`config.mk`:
```
export PLATFORM = sky130hd
export DESIGN_NAME = block_assembler
export DESIGN_NICKNAME = d
export VERILOG_FILES = /design/src/rtl/sha3_pkg.sv /design/src/rtl/block_assembler_pad_word.sv /design/src/rtl/block_assembler.sv
export SDC_FILE = /design/constraint.sdc
export NUM_CORES = 1
export LEC_CHECK = 0
export BUFFER_PORTS_ARGS = -buffer_cell sky130_fd_sc_hd__buf_2
export CORE_AREA = 2 2 253 255
export DETAILED_ROUTE_END_ITERATION = 8
export DIE_AREA = 0 0 255 257
export PLACE_DENSITY_LB_ADDON = 0.2
export RECOVER_POWER = 25
export REMOVE_ABC_BUFFERS = 1
export SKIP_LAST_GASP = 1
export SYNTH_ARGS = -nofsm -noshare
export SYNTH_HDL_FRONTEND = slang
export SYNTH_SLANG_ARGS = --single-unit
```
`constraint.sdc`:
```
create_clock -name clk -period 2 [get_ports clk]
set_input_delay 0.3 -clock clk [delete_from_list [all_inputs] [get_ports clk]]
set_output_delay 0.3 -clock clk [all_outputs]
set_load 0.05 [all_outputs]
```
`src/rtl/sha3_pkg.sv`:
```
// Shared widths, pad constants and FSM encoding for the rate-block assembler.
// Define SHA3_DOMAIN_EN to use SHA-3 domain separation (first pad byte 0x06).
package sha3_pkg;

    localparam int unsigned RATE_BITS = 576;
    localparam int unsigned WORD_W    = 64;
    localparam int unsigned WORDS     = RATE_BITS / WORD_W;
    localparam int unsigned BYTES     = WORD_W / 8;
    localparam int unsigned CNT_W     = 4;

`ifdef SHA3_DOMAIN_EN
    localparam logic [7:0] PAD_FIRST = 8'h06;
`else
    localparam logic [7:0] PAD_FIRST = 8'h01;
`endif
    localparam logic [7:0] PAD_LAST  = 8'h80;

    typedef enum logic [1:0] {
        FILL,
        PAD,
        FULL,
        DONE
    } state_t;

endpackage

```
`src/rtl/block_assembler_pad_word.sv`:
```
// Combinational padding of one message word: keeps the valid bytes of a final
// word, inserts the first pad byte, and ORs the closing 0x80 into the last word.
module pad_word
    import sha3_pkg::*;
(
    input  logic [WORD_W-1:0] in,
    input  logic [2:0]        byte_num,
    input  logic              is_last,
    input  logic              final_word,
    output logic [WORD_W-1:0] word
);

    always_comb begin
        word = '0;
        for (int i = 0; i < int'(BYTES); i++) begin
            if (!is_last || (3'(i) < byte_num)) begin
                word[WORD_W-1-8*i -: 8] = in[WORD_W-1-8*i -: 8];
            end else if (3'(i) == byte_num) begin
                word[WORD_W-1-8*i -: 8] = PAD_FIRST;
            end
        end
        if (final_word) begin
            word[7:0] = word[7:0] | PAD_LAST;
        end
    end

endmodule

```
`src/rtl/block_assembler.sv`:
```
// Packs message words into padded 576-bit rate blocks and holds each block
// until the permutation acks it. Pad byte selected by SHA3_DOMAIN_EN.
module block_assembler
    import sha3_pkg::*;
(
    input  logic                 clk,
    input  logic                 reset_n,
    input  logic [WORD_W-1:0]    in,
    input  logic                 in_valid,
    input  logic                 is_last,
    input  logic [2:0]           byte_num,
    output logic                 in_accept,
    output logic [RATE_BITS-1:0] block_out,
    output logic                 block_ready,
    input  logic                 ack,
    output logic                 msg_done
);

    localparam logic [CNT_W-1:0] LAST_IDX = CNT_W'(WORDS - 1);

    state_t               state, state_n;
    logic [CNT_W-1:0]     cnt, cnt_n;
    logic [RATE_BITS-1:0] block_n;
    logic                 ready_n, done_n, last_blk, last_n;
    logic                 we;
    logic [WORD_W-1:0]    pw_in, pw_word;
    logic                 pw_last, pw_final;

    // Decoded from state only, so the host sees it independent of in_valid.
    assign in_accept = (state == FILL);

    pad_word u_pad_word (
        .in         (pw_in),
        .byte_num   (byte_num),
        .is_last    (pw_last),
        .final_word (pw_final),
        .word       (pw_word)
    );

    always_ff @(posedge clk or negedge reset_n) begin
        if (!reset_n) begin
            state       <= FILL;
            cnt         <= '0;
            block_out   <= '0;
            block_ready <= 1'b0;
            msg_done    <= 1'b0;
            last_blk    <= 1'b0;
        end else begin
            state       <= state_n;
            cnt         <= cnt_n;
            block_out   <= block_n;
            block_ready <= ready_n;
            msg_done    <= done_n;
            last_blk    <= last_n;
        end
    end

    always_comb begin
        state_n  = state;
        cnt_n    = cnt;
        block_n  = block_out;
        ready_n  = block_ready;
        done_n   = msg_done;
        last_n   = last_blk;
        we       = 1'b0;
        pw_in    = in;
        pw_last  = is_last;
        pw_final = 1'b0;

        case (state)
            FILL: begin
                if (in_valid) begin
                    we       = 1'b1;
                    pw_final = is_last && (cnt == LAST_IDX);
                    if (cnt == LAST_IDX) begin
                        ready_n = 1'b1;
                        last_n  = is_last;
                        state_n = FULL;
                    end else begin
                        cnt_n   = cnt + CNT_W'(1);
                        state_n = is_last ? PAD : FILL;
                    end
                end
            end
            PAD: begin
                we       = 1'b1;
                pw_in    = '0;
                pw_last  = 1'b0;
                pw_final = (cnt == LAST_IDX);
                if (cnt == LAST_IDX) begin
                    ready_n = 1'b1;
                    last_n  = 1'b1;
                    state_n = FULL;
                end else begin
                    cnt_n = cnt + CNT_W'(1);
                end
            end
            FULL: begin
                if (ack) begin
                    ready_n = 1'b0;
                    cnt_n   = '0;
                    done_n  = last_blk;
                    state_n = last_blk ? DONE : FILL;
                end
            end
            DONE: begin
                done_n  = 1'b1;
                ready_n = 1'b0;
            end
            default: state_n = FILL;
        endcase

        // Word slot cnt is overwritten; stale words from a prior block never survive.
        if (we) begin
            for (int k = 0; k < int'(WORDS); k++) begin
                if (cnt == CNT_W'(k)) begin
                    block_n[RATE_BITS-1-WORD_W*k -: WORD_W] = pw_word;
                end
            end
        end
    end

endmodule

```
==> impl_results.rst <==
.. list-table::
   :header-rows: 1

   * - Metric
     - Value
   * - Cell with the largest stage delay on the worst path
     - sky130_fd_sc_hd__dfrtp_2
   * - Count of antenna-violating nets left after detailed routing
     - 0
   * - Largest cells by area after synthesis
     - sky130_fd_sc_hd__dfrtp_1 63%, sky130_fd_sc_hd__mux2_2 24%, sky130_fd_sc_hd__mux2_1 1.9%
   * - Vias
     - 15,872
   * - Crit end category
     - flip-flop
   * - Cell accounting for the most synthesized area
     - sky130_fd_sc_hd__dfrtp_1
   * - Number of placed instances with taps included
     - 2,980
   * - Arrival @ worst endpoint
     - 2510 ps
   * - Avg WL per Cell
     - 26.7 um
   * - Sequential Area
     - 14,600 um^2
   * - Dpl hpwl
     - 53,400 um
   * - Core box area
     - 62,700 um^2
   * - Total global routing overflow
     - 0
   * - Skew-Pair Late Insertion Delay
     - 610 ps
   * - Post-synthesis area per instance
     - 16.0 um^2
   * - Critical Path, Cell by Cell
     - inv_2, ha_4, or3b_4, nand2b_4, buf_8, buf_16, mux2_4
   * - Maximum operating frequency
     - 490 MHz
   * - Final Slew Violations
     - 0
   * - Pin count of the biggest net entering global routing
     - 59
   * - Hold Crit Class
     - in -> reg
   * - Htree depth
     - 3
   * - Largest fanout of any net on the critical path
     - 8
   * - Largest incremental delay on the critical path
     - 460 ps
   * - Detailed-route wire length
     - 84,800 um
   * - Worst Setup Start Kind
     - flip-flop
   * - Area of the mapped netlist
     - 23,100 um^2
   * - Setup Skew
     - 20.7 ps
   * - Slew @ Worst Pin
     - 1200 ps
   * - Fraction of the yosys area taken by sequential cells
     - 63.2%
   * - RSZ-0062 raised after global routing
     - yes
   * - Max-slew headroom
     - 19.2%
   * - Die Span X
     - 255 um
   * - Vert. Die Dim
     - 257 um
   * - Combined global-route utilization of all metal layers
     - 22.8%
   * - Port Buffer Count
     - 650
   * - Number of warnings printed during yosys synthesis
     - 0
   * - Fin nets
     - 2,351
   * - Number of instances in the synthesized netlist
     - 1,448
   * - Layout filler cell count
     - 5,436
   * - Global-route wire length before repair
     - 111,000 um
   * - Most common library cells after synthesis
     - 585 x sky130_fd_sc_hd__dfrtp_1, 494 x sky130_fd_sc_hd__mux2_2, 49 x sky130_fd_sc_hd__buf_2
   * - Number of synthesized flops with an enable pin
     - 0
   * - Async set-or-reset flop fraction in the synthesized netlist
     - 100%
   * - DRC errors left
     - 0
   * - Total iterations of the first detailed-routing run
     - 5
   * - TritonCTS clock tree
     - done
   * - Setup-violating endpoint count in the final report
     - 73
   * - Violations in the final reports
     - negative setup slack
   * - Synth-to-layout area growth
     - 39.7%
   * - Critical path class
     - reg -> reg
   * - Number of cells in the finished layout apart from fillers
     - 3,174
   * - Via count of the first global-routing pass
     - 16,535
   * - DR vias/cell
     - 5.00
   * - Final hold viol count
     - 0
   * - Antenna violations before repair
     - 14
   * - Standard-cell row count
     - 92
   * - Clock slew at reported path FFs
     - 60 ps
   * - Post-route clock period utilization
     - 102%
   * - Final critical-path required period
     - 2040 ps
   * - Number of synthesized register bits
     - 585
   * - Post-placement worst setup slack
     - -182 ps
   * - Dominant cell by count in the synthesized netlist
     - sky130_fd_sc_hd__dfrtp_1
   * - DIE AREA
     - 65,500 um^2
   * - Layout cell share with drive strength beyond 1
     - 67.7%
   * - Distinct cell type count of the synthesized netlist
     - 54
   * - Number of buffers created by CTS
     - 66
   * - Clock root buffer
     - sky130_fd_sc_hd__clkbuf_16
   * - Buffer depth of the longest clock path
     - 3
   * - Critical path data required time
     - 2470 ps
   * - Final weighted congestion of routability-driven global placement
     - 0.800
   * - Outcome
     - finished with violations
   * - Prevailing post-synth register cell
     - sky130_fd_sc_hd__dfrtp_1
   * - Area occupied by multi-input gates
     - 8470 um^2
   * - Max-cap violations
     - 0
   * - Detailed router's first-iteration violation count
     - 779
   * - Yosys top cell area share
     - 63.2%
   * - Clock net sink count
     - 585
   * - Final worst slack
     - -40.6 ps
   * - Number of primary I/O pins
     - 651
   * - Initial standard-cell utilization of the core
     - 36.9%
-- state kept, by name, indices dropped and copies added (netlist names) --
register,flops
block_out,576
cnt,4
state,2
block_ready,1
last_blk,1
msg_done,1
-- stage by stage --
stage	hold WS (ps)	area, um^2	TNS, ps	utilization [%]
after floorplan	4.41	22600	-1416830	-
after global placement	308	28300	-8070	45.1
after detailed placement	318	28300	-16460	45.1
after CTS	51.0	30800	-4090	49.1
after global routing	62.0	32300	-7360	51.5
final	77.8	32300	-925	51.5
-- kinds of logic (layout without fill, tap and decap cells) --
logic type	Yosys count	after routing	synth area share [%]
simple gates	117	118	3.59
fa+ha+maj	8	8	0.432
mux	561	561	27.7
flops	585	585	63.2
buf+inv	103	975	2.65
other cells	0	7	0
compound gates	74	74	2.39
-- final cells by class --
class	instances	share of cell area (%)
Clock inverter	27	1.21
Antenna cell	7	0.0542
Clock buffer	91	5.87
Inverter	16	0.186
Sequential cell	585	45.3
Tap cell	846	3.27
Timing Repair Buffer	841	17.9
Multi-Input combinational cell	761	26.2
-- metal layers --
metal / wire length (um) / GRT usage (%) / share of wire, %
met1: 34700 / 27.7 / 41
met2: 41700 / 38.4 / 49
met3: 5680 / 6.79 / 6.7
met4: 2540 / 7.86 / 3.0
met5: 173 / 0 / 0.20
-- final timing paths --
kind	start	to	slack, ps	depth (start not counted)
setup / recovery	cnt[0]	block_out[574]	-40	7
hold / removal	in[7]	block_out[7]	80	3
setup reg to reg	cnt[0]	block_out[574]	-40	7
hold reg to reg	block_out[465]	block_out[465]	490	1
max in group asynchronous	reset_n	state[0]	350	3
min in group asynchronous	reset_n	block_out[434]	270	2
-- layout by cell type (no fill, tap or decap), drive strengths merged, types with 2 or more instances in the layout --
| master | synthesis | layout |
|---|---|---|
| buf | 73 | 799 |
| dfrtp | 585 | 585 |
| mux2 | 559 | 559 |
| clkbuf | 14 | 132 |
| nand2b | 29 | 30 |
| nor3b | 29 | 29 |
| inv | 16 | 18 |
| o21ai | 16 | 16 |
| a21oi | 16 | 16 |
| clkinv | 0 | 14 |
| nor3 | 12 | 12 |
| a211oi | 10 | 10 |
| nor2 | 10 | 10 |
| a22o | 9 | 9 |
| o31ai | 9 | 9 |
| and2 | 8 | 8 |
| bufinv | 0 | 8 |
| ha | 8 | 8 |
| diode | 0 | 7 |
| or3b | 6 | 6 |
| nand3b | 5 | 5 |
| a2bb2oi | 4 | 4 |
| nor2b | 4 | 4 |
| nand2 | 3 | 3 |
| clkinvlp | 0 | 3 |
| nand3 | 2 | 2 |
| o21ba | 2 | 2 |
| mux2i | 2 | 2 |
-- critical path, delay by kind of cell (launching register included) --
family                     cells  cell delay [ps]
buffers and inverters          3              430
adders and majority gates      1              150
and+or+nand+nor                2              580
DFF                            1              460
muxes                          1              310
-- timing repair --
| item | CTS | global route |
|---|---|---|
| pin swaps | 1 | 1 |
| hold buffers | 1 | 0 |
| endpoints found under the setup margin | 369 | 532 |
| gates resized for setup | 27 | 142 |
| gates cloned | 1 | 36 |
| hold endpoints to repair | 30 | 0 |
| setup buffers | 3 | 32 |
Power is left out: the tool's default activity adds up to more than one toggle a clock period on the data nets, which glitch-free logic cannot reach.
